[config.mk]
export PLATFORM = sky130hd
export DESIGN_NAME = sort_result_drain
export DESIGN_NICKNAME = d
export VERILOG_FILES = /design/src/rtl/sort_pkg.sv /design/src/rtl/sort_frame_buf.sv /design/src/rtl/sort_result_drain.sv
export SDC_FILE = /design/constraint.sdc
export NUM_CORES = 1
export LEC_CHECK = 0
export ABC_AREA = 1
export CAP_MARGIN = 20
export CORE_MARGIN = 2
export CORE_UTILIZATION = 40
export CTS_CLUSTER_DIAMETER = 120
export DETAILED_ROUTE_END_ITERATION = 7
export PLACE_DENSITY_LB_ADDON = 0.3
export SETUP_SLACK_MARGIN = 0.5
export SLEW_MARGIN = 25
export SYNTH_ARGS = -nofsm -noshare
export SYNTH_HDL_FRONTEND = slang
export SYNTH_HIERARCHICAL = 1
export SYNTH_SLANG_ARGS = --single-unit
[constraint.sdc]
create_clock -name clk -period 4 [get_ports clk]
set_input_delay 0.6 -clock clk [delete_from_list [all_inputs] [get_ports clk]]
set_output_delay 0.6 -clock clk [all_outputs]
set_load 0.01 [all_outputs]
[src/rtl/sort_pkg.sv]
// Shared definitions for the sort datapath: float field layout, FSM encoding and
// the total-order key used for comparing IEEE-style words as plain unsigned values.
package sort_pkg;
  localparam int NK    = 23;
  localparam int M     = 8;
  localparam int L     = NK + M + 1;
  localparam int K_DEF = 10;

  typedef logic [L-1:0] word_t;

  typedef enum logic [1:0] {
    ST_IDLE  = 2'd0,
    ST_FILL  = 2'd1,
    ST_DRAIN = 2'd2
  } state_e;

  // Negatives invert fully, positives flip the sign bit: -0 lands just below +0.
  function automatic word_t order_key(input word_t w);
    return w ^ {1'b1, {(L-1){w[L-1]}}};
  endfunction
endpackage

[src/rtl/sort_frame_buf.sv]
// K-entry frame store: one write port, one registered read port.
module sort_frame_buf
  import sort_pkg::*;
#(
  parameter int K  = K_DEF,
  parameter int AW = $clog2(K) + 1
) (
  input  logic          clk,
  input  logic          reset,
  input  logic          wr_en,
  input  logic [AW-1:0] wr_addr,
  input  logic [L-1:0]  wr_data,
  input  logic          rd_en,
  input  logic [AW-1:0] rd_addr,
  output logic [L-1:0]  rd_data
);
  word_t mem [K];
  word_t rd_word;

  always_ff @(posedge clk) begin
    for (int i = 0; i < K; i++)
      if (wr_en && wr_addr == AW'(i)) mem[i] <= wr_data;
  end

  always_comb begin
    rd_word = '0;
    for (int i = 0; i < K; i++)
      if (rd_addr == AW'(i)) rd_word = mem[i];
  end

  always_ff @(posedge clk) begin
    if (reset)      rd_data <= '0;
    else if (rd_en) rd_data <= rd_word;
  end
endmodule

[src/rtl/sort_result_drain.sv]
// Captures one sorted frame from the free-running shell, flags order violations,
// then replays the frame on a valid/ready stream so a slow consumer may stall.
module sort_result_drain
  import sort_pkg::*;
#(
  parameter int K  = K_DEF,
  parameter int CW = $clog2(K) + 1
) (
  input  logic          clk,
  input  logic          reset,
  input  logic          in_valid,
  input  logic [L-1:0]  in_word,
  output logic          m_valid,
  input  logic          m_ready,
  output logic [L-1:0]  m_data,
  output logic          m_last,
  output logic          order_err,
  output logic          overrun,
  output logic          busy,
  output logic [CW-1:0] fill_cnt
);
  localparam logic [CW-1:0] LAST = CW'(K - 1);

  state_e        state;
  logic [CW-1:0] wr, rd;
  word_t         prev_key, key_in;
  logic          wr_en, rd_en;
  logic [CW-1:0] wr_addr, rd_addr;

  assign key_in  = order_key(in_word);
  assign wr_en   = in_valid && !reset && (state == ST_IDLE || state == ST_FILL);
  assign wr_addr = (state == ST_IDLE) ? '0 : wr;
  // Prefetch the next element so m_data always shows buf[rd] when m_valid is up.
  assign rd_en   = (state == ST_DRAIN) && (!m_valid || (m_ready && rd != LAST));
  assign rd_addr = m_valid ? rd + CW'(1) : '0;
  assign busy    = (state != ST_IDLE);

  sort_frame_buf #(.K(K), .AW(CW)) u_buf (
    .clk     (clk),
    .reset   (reset),
    .wr_en   (wr_en),
    .wr_addr (wr_addr),
    .wr_data (in_word),
    .rd_en   (rd_en),
    .rd_addr (rd_addr),
    .rd_data (m_data)
  );

  always_ff @(posedge clk) begin
    if (reset) begin
      state     <= ST_IDLE;
      wr        <= '0;
      rd        <= '0;
      fill_cnt  <= '0;
      m_valid   <= 1'b0;
      m_last    <= 1'b0;
      order_err <= 1'b0;
      overrun   <= 1'b0;
      prev_key  <= '0;
    end else begin
      case (state)
        ST_IDLE, ST_FILL: begin
          if (in_valid) begin
            wr       <= (wr_addr == LAST) ? LAST : wr_addr + CW'(1);
            fill_cnt <= wr_addr + CW'(1);
            prev_key <= key_in;
            if (state == ST_IDLE)       order_err <= 1'b0;
            else if (key_in < prev_key) order_err <= 1'b1;
            state <= (wr_addr == LAST) ? ST_DRAIN : ST_FILL;
          end
        end
        ST_DRAIN: begin
          if (in_valid) overrun <= 1'b1;
          if (!m_valid) begin
            m_valid <= 1'b1;
            rd      <= '0;
            m_last  <= (LAST == '0);
          end else if (m_ready) begin
            if (rd == LAST) begin
              state    <= ST_IDLE;
              m_valid  <= 1'b0;
              m_last   <= 1'b0;
              fill_cnt <= '0;
              rd       <= '0;
              wr       <= '0;
            end else begin
              rd     <= rd + CW'(1);
              m_last <= (rd + CW'(1) == LAST);
            end
          end
        end
        default: state <= ST_IDLE;
      endcase
    end
  end
endmodule

# After elaboration in Yosys (flattened, before gate mapping)
# Memories as Yosys holds them, arrays and structs flattened.
# Cells that the tools add are included.
[word_totals]
wordCells = 167
out_inout_bits = 42
n_memories = 1
ff_bits = 85
latch_bits = 0
input_bits = 36
rom_bits = 0
ramBits = 320
[classes]
multipliers = 0
n_lt_le_gt_ge = 1
reduce_logical = 40
div = 0
n_bitwise = 1
add_sub_neg = 2
n_shift = 0
muxes = 84
n_eq_ne = 28
[mem_list]
columns = ["name", "depth", "width", "read_ports", "rd_ports_with_merged_regs", "wr", "line", "source"]
rows = [
  ["u_buf.mem", 10, 32, 10, 0, 1, "sort_frame_buf.sv:17", "word_t mem [K];"],
]
[op_table]
columns = ["op", "count"]
rows = [
  ["32-bit two-way mux", 19],
  ["32-bit OR reduction", 9],
  ["5-bit two-way mux", 11],
  ["5-bit by 3-bit equality test with 1-bit output (second input constant)", 8],
  ["1-bit two-way mux", 37],
  ["4-bit two-way mux", 9],
  ["32-bit less-than comparator", 1],
  ["32-bit bitwise XOR", 1],
  ["5-bit by 4-bit equality test with 1-bit output (second input constant)", 6],
  ["5-bit by 2-bit equality test with 1-bit output (second input constant)", 4],
  ["5-bit one-hot mux with 2 select lines", 2],
  ["1-bit logical AND", 14],
  ["5-bit by 1-bit adder with 5-bit output (second input constant)", 2],
  ["5-bit by 1-bit equality test with 1-bit output (second input constant)", 2],
  ["5-bit zero test", 2],
  ["2-bit two-way mux", 5],
  ["2-bit inequality test (second input constant)", 3],
  ["2-bit AND reduction", 3],
  ["2-bit nonzero test", 3],
  ["5-bit by 4-bit inequality test with 1-bit output (second input constant)", 1],
  ["5-bit AND reduction", 1],
  ["2-bit by 1-bit inequality test with 1-bit output (second input constant)", 2],
  ["2-bit one-hot mux with 2 select lines", 1],
  ["4-bit AND reduction", 1],
  ["other kinds (7)", 9],
]

# Depth between registers and ports, before layout
[depth]
ltp_word = 16
mapped_depth = 15
ltp_nobuf = 14

# Cells and area by module
# The synthesis kept the hierarchy.
[by_module_without_submodules]
columns = ["module", "n_inst", "seq_area_each_um2", "area_per_inst_um2", "cells_per_inst"]
rows = [
  ["sort_frame_buf", 1, 10249.8, 13719.4, 1132],
  ["sort_result_drain", 1, 1061.0, 3220.6, 419],
]

# Worst setup path before layout
# No wires, ideal clock.
[synth_timing]
path_type = "input -> register"
start = "input in_valid"
end = "memory u_buf/mem[0][0] (netlist bit), enable pin"
path_buffers = 1
setup_ns = 0.421
arrival_time_ns = 2.657
required_time_ns = 3.579
slack_ns = 0.922
stages = 7
cell_sequence = "nand2_1 > buf_2 > nor2_1 > inv_1 > nor2_1 > nand3_1 > nor2_1"
[synth_via]
elab_chain_len = 15
elab_cells_between_ends = 59
cone_classes = "mux (38); reduce/logical (21)"
[synth_rtl]
columns = ["item", "line", "source"]
rows = [
  ["from (decl)", "sort_result_drain.sv:11", "input logic in_valid,"],
  ["1-bit logical AND * (2 in series)", "sort_result_drain.sv:31", "assign wr_en = in_valid && !reset && (state == ST_IDLE || state == ST_FILL);"],
  ["net wr_en", "sort_result_drain.sv:27", "logic wr_en, rd_en;"],
  ["1-bit logical AND", "sort_frame_buf.sv:22", "if (wr_en && wr_addr == AW'(i)) mem[i] <= wr_data;"],
  ["1-bit two-way mux", "sort_frame_buf.sv:22", ""],
  ["1-bit two-way mux (not written as such)", "sort_frame_buf.sv:22", ""],
  ["32-bit OR reduction (no line)", "-", ""],
  ["4-bit two-way mux (no line) or 1-bit two-way mux (tied branches) (9 in series)", "-", ""],
  ["to (decl)", "sort_frame_buf.sv:17", ""],
]
# The timed path passes the listed nets; every way through them passes the cells marked *.

# Final worst setup path
[layout_timing]
start = "register rd[2]"
end = "register u_buf.rd_data[24]"
[layout_via]
elab_chain_len = 13
elab_cells_between_ends = 26
cone_classes = "add/sub (1); eq/ne (10); mux (11); reduce/logical (4)"
[layout_rtl]
columns = ["item", "line", "source"]
rows = [
  ["from (decl)", "sort_result_drain.sv:25", "logic [CW-1:0] wr, rd;"],
  ["from (signal assigned)", "sort_result_drain.sv:87", "rd <= rd + CW'(1);"],
  ["5-bit by 1-bit adder with 5-bit output *", "sort_result_drain.sv:35", "assign rd_addr = m_valid ? rd + CW'(1) : '0;"],
  ["5-bit two-way mux *", "sort_result_drain.sv:35", ""],
  ["net rd_addr[3]", "sort_result_drain.sv:28", "logic [CW-1:0] wr_addr, rd_addr;"],
  ["5-bit zero test", "sort_frame_buf.sv:28", "if (rd_addr == AW'(i)) rd_word = mem[i];"],
  ["32-bit two-way mux (9 in series)", "sort_frame_buf.sv:28", ""],
  ["32-bit two-way mux *", "sort_frame_buf.sv:28", ""],
  ["to (signal assigned)", "sort_frame_buf.sv:33", "else if (rd_en) rd_data <= rd_word;"],
  ["to (decl)", "sort_frame_buf.sv:15", "output logic [L-1:0] rd_data"],
]
# Marks and branches as above.
# A chain may end at the register's enable or synchronous reset.

==> out/metrics.csv <==
metric,value,unit
cts_hold_buffers,0,
fin_nets,1706,
fmax,338,MHz
root_buffer,clkbuf_16,
drt-total-wl,41.0,mm
crit_chain,"inv_1, nor3_1, xor2_1, nor2_1, nand2_1, nor3_4, buf_4, a21oi_1, nand2_1, nand2_1, a21oi_1",
synthSimpleGateAreaFrac,15.9,%
drive_above_1_share,8.09,%
grt_pass1_vias,11215,
yosys-top-cells-area,"edfxtp_1, dfxtp_1, nand2_1",
drcViolationCount,0,
die_area,44000,sq um
cts_tree,done,
post-route-period-util,73.9,%
clock-sinks,405,
cts_buffers,43,
n_antenna_cell,0,
synthMuxAreaShare,0,%
crit_path_frequent_cell,nand2_1,
drv_cap,0,
ys_warn_count,6,
vdd_ir_drop_max,0.274,mV
die_x,210,um
synth_top_cell_by_area,edfxtp_1,
synth_compound_area_share,6.85,%
dp_slack,907,ps
async_reset_ff_share,0,%
p_leak,7.35,nW
grtUsageTotal,18.9,%
io_buffers,77,
synth_common_cells,"nand2_1, edfxtp_1, inv_1",
synthToLayoutAreaGrowth,17.0,%
synth_top_area_share,56.7,%
synth-adder-area-share,2.66,%
worst-endpoint-required,4470,ps
grt_max_degree,66,
setup_violations,0,
synth_nets,1623,
hpwl,24.2,mm
worstSetupPathType,flip-flop to flip-flop,
hold_path_class,flip-flop to flip-flop,
place_congestion,0.835,
maxSlewHeadroom,41.7,%
start_util,40.5,%
dieHeight,210,um
tns,0,ps
cts.path.max_buffers,3,
syn_avg_cell_area,10.9,sq um
fin_hold_ws,454,ps
synth_top_flop_cell,edfxtp_1,
synth_edf_count,320,
grt-ovfl-total,0,
crit_slowest_cell,nor2_1,
worst_slack,1040,ps
postLayoutCoreUtil,47.3,%
synth_top_family_by_area,simple AND/OR/NAND/NOR gates,
maxSlewViolCount,0,
skew,10.3,ps
cp_max_fo,32,
fillers,3736,
ant_nets,0,
cts_setup_buffers,0,
antenna_found_initial,0,
routedWlPerCell,18.6,um
startpoint_type,flip-flop,
rsz0062_at_grt,no,
syn_inst,1551,
cts_resized,0,
crit_path_end_kind,flip-flop,
hold_viol,0,
clk_latency,540,ps
worstMarginPinSlew,875,ps
core-area,41900,sq um
avgViaCountPerCell,5.17,
num_vias,11417,
grt_pass1_wl,63.8,mm
fin_crit,2960,ps
synth-seq-area-share,66.8,%
synth_cell_type_count,35,
rows,75,
path_clk_slew,60,ps
io-pin-count,78,
p_per_area,451,nW/um^2
ys_ff_latch,405,
htreeDepth,2,
syn_area,16900,sq um
critPathArrivalTime,3420,ps
drt-pass1-iter-count,5,
status,completed,
synth_most_common_cell,nand2_1,
drt_iter0_markers,852,
max_stage_delay,500,ps
synth_xor_xnor_area_share,1.81,%
-- path summary, 6_finish.rpt --
| kind | from | slack (ps) | endpoint | cells past startpoint |
|---|---|---|---|---|
| worst max-delay path | rd[2] | 1040 | u_buf/rd_data[24] | 11 |
| worst min-delay path | prev_key[31] | 450 | prev_key[31] | 2 |
| worst max register to register | rd[2] | 1040 | u_buf/rd_data[24] | 11 |
| worst min register to register | prev_key[31] | 450 | prev_key[31] | 2 |
-- layer usage --
| metal | vias up | GRT usage [%] | routed length (um) |
|---|---|---|---|
| met1 | 5498 | 25.9 | 18400 |
| met5 | - | 0 | 0 |
| met3 | 61 | 3.55 | 2760 |
| met2 | 350 | 30.3 | 18800 |
| met4 | 0 | 6.19 | 995 |
| li1 | 5508 | - | - |
-- registers in the layout, summed over array words and instances, names as in the netlist --
| register | flops |
|---|---|
| u_buf/rd_data | 32 |
| u_buf/mem | 320 |
| m_last | 1 |
| wr | 5 |
| rd | 5 |
| order_err | 1 |
| prev_key | 32 |
| fill_cnt | 5 |
| overrun | 1 |
| state | 2 |
| m_valid | 1 |
-- critical path, delay by kind of cell, from the launching register on --
| family | cells | cell delay, ps |
|---|---|---|
| compound gates | 2 | 280 |
| xor+xnor | 1 | 140 |
| buf+inv | 2 | 560 |
| flops | 1 | 430 |
| simple gates | 6 | 1470 |
-- where the power goes --
part | total [W] | internal [W] | switching [W]
Sequential | 0.00460 | 0.00459 | 0.0000136
Clock | 0.00394 | 0.00235 | 0.00159
Combinational | 0.000409 | 0.000146 | 0.000263
-- through the flow --
stage               total power, W  area (sq um)  instances
floorplan                  0.00493         16900       1551
global placement           0.00509         18400       2128
detailed placement         0.00510         18400       2128
CTS                        0.00902         19800       2208
global route               0.00926         19800       2208
finish                     0.00895         19800       2208
-- placed cells by master, fill, tap and decap left out, types with 4 or more instances in the layout --
master,n
clkdlybuf4s50_1,75
nand2_1,323
xor2_1,35
clkbuf_8,4
a211oi_1,33
buf_4,34
nand4_1,100
nor2_1,116
nor2_2,5
dfxtp_1,85
inv_2,9
clkbuf_1,19
nor2_4,15
nand3_1,44
ha_1,36
edfxtp_1,320
o21ai_0,12
a21oi_1,128
clkinv_2,4
clkbuf_16,45
inv_1,164
o21ai_1,30
-- cell type report --
class	instances	area (sq um)	area share (%)
clock buffer	68	1250	6.32
clock inverter	12	149	0.751
inverter	173	649	3.28
multi-input combinational	898	4720	23.8
sequential	405	11300	57.1
tap	539	674	3.40
timing repair buffer	113	1060	5.33
-- logic make-up after synthesis --
kind of cell / after synthesis
compound gates: 211
xor+xnor: 35
fa+ha+maj: 36
buf+inv: 248
flops: 405
simple gates: 616
Power figures use the tool's default switching activity.
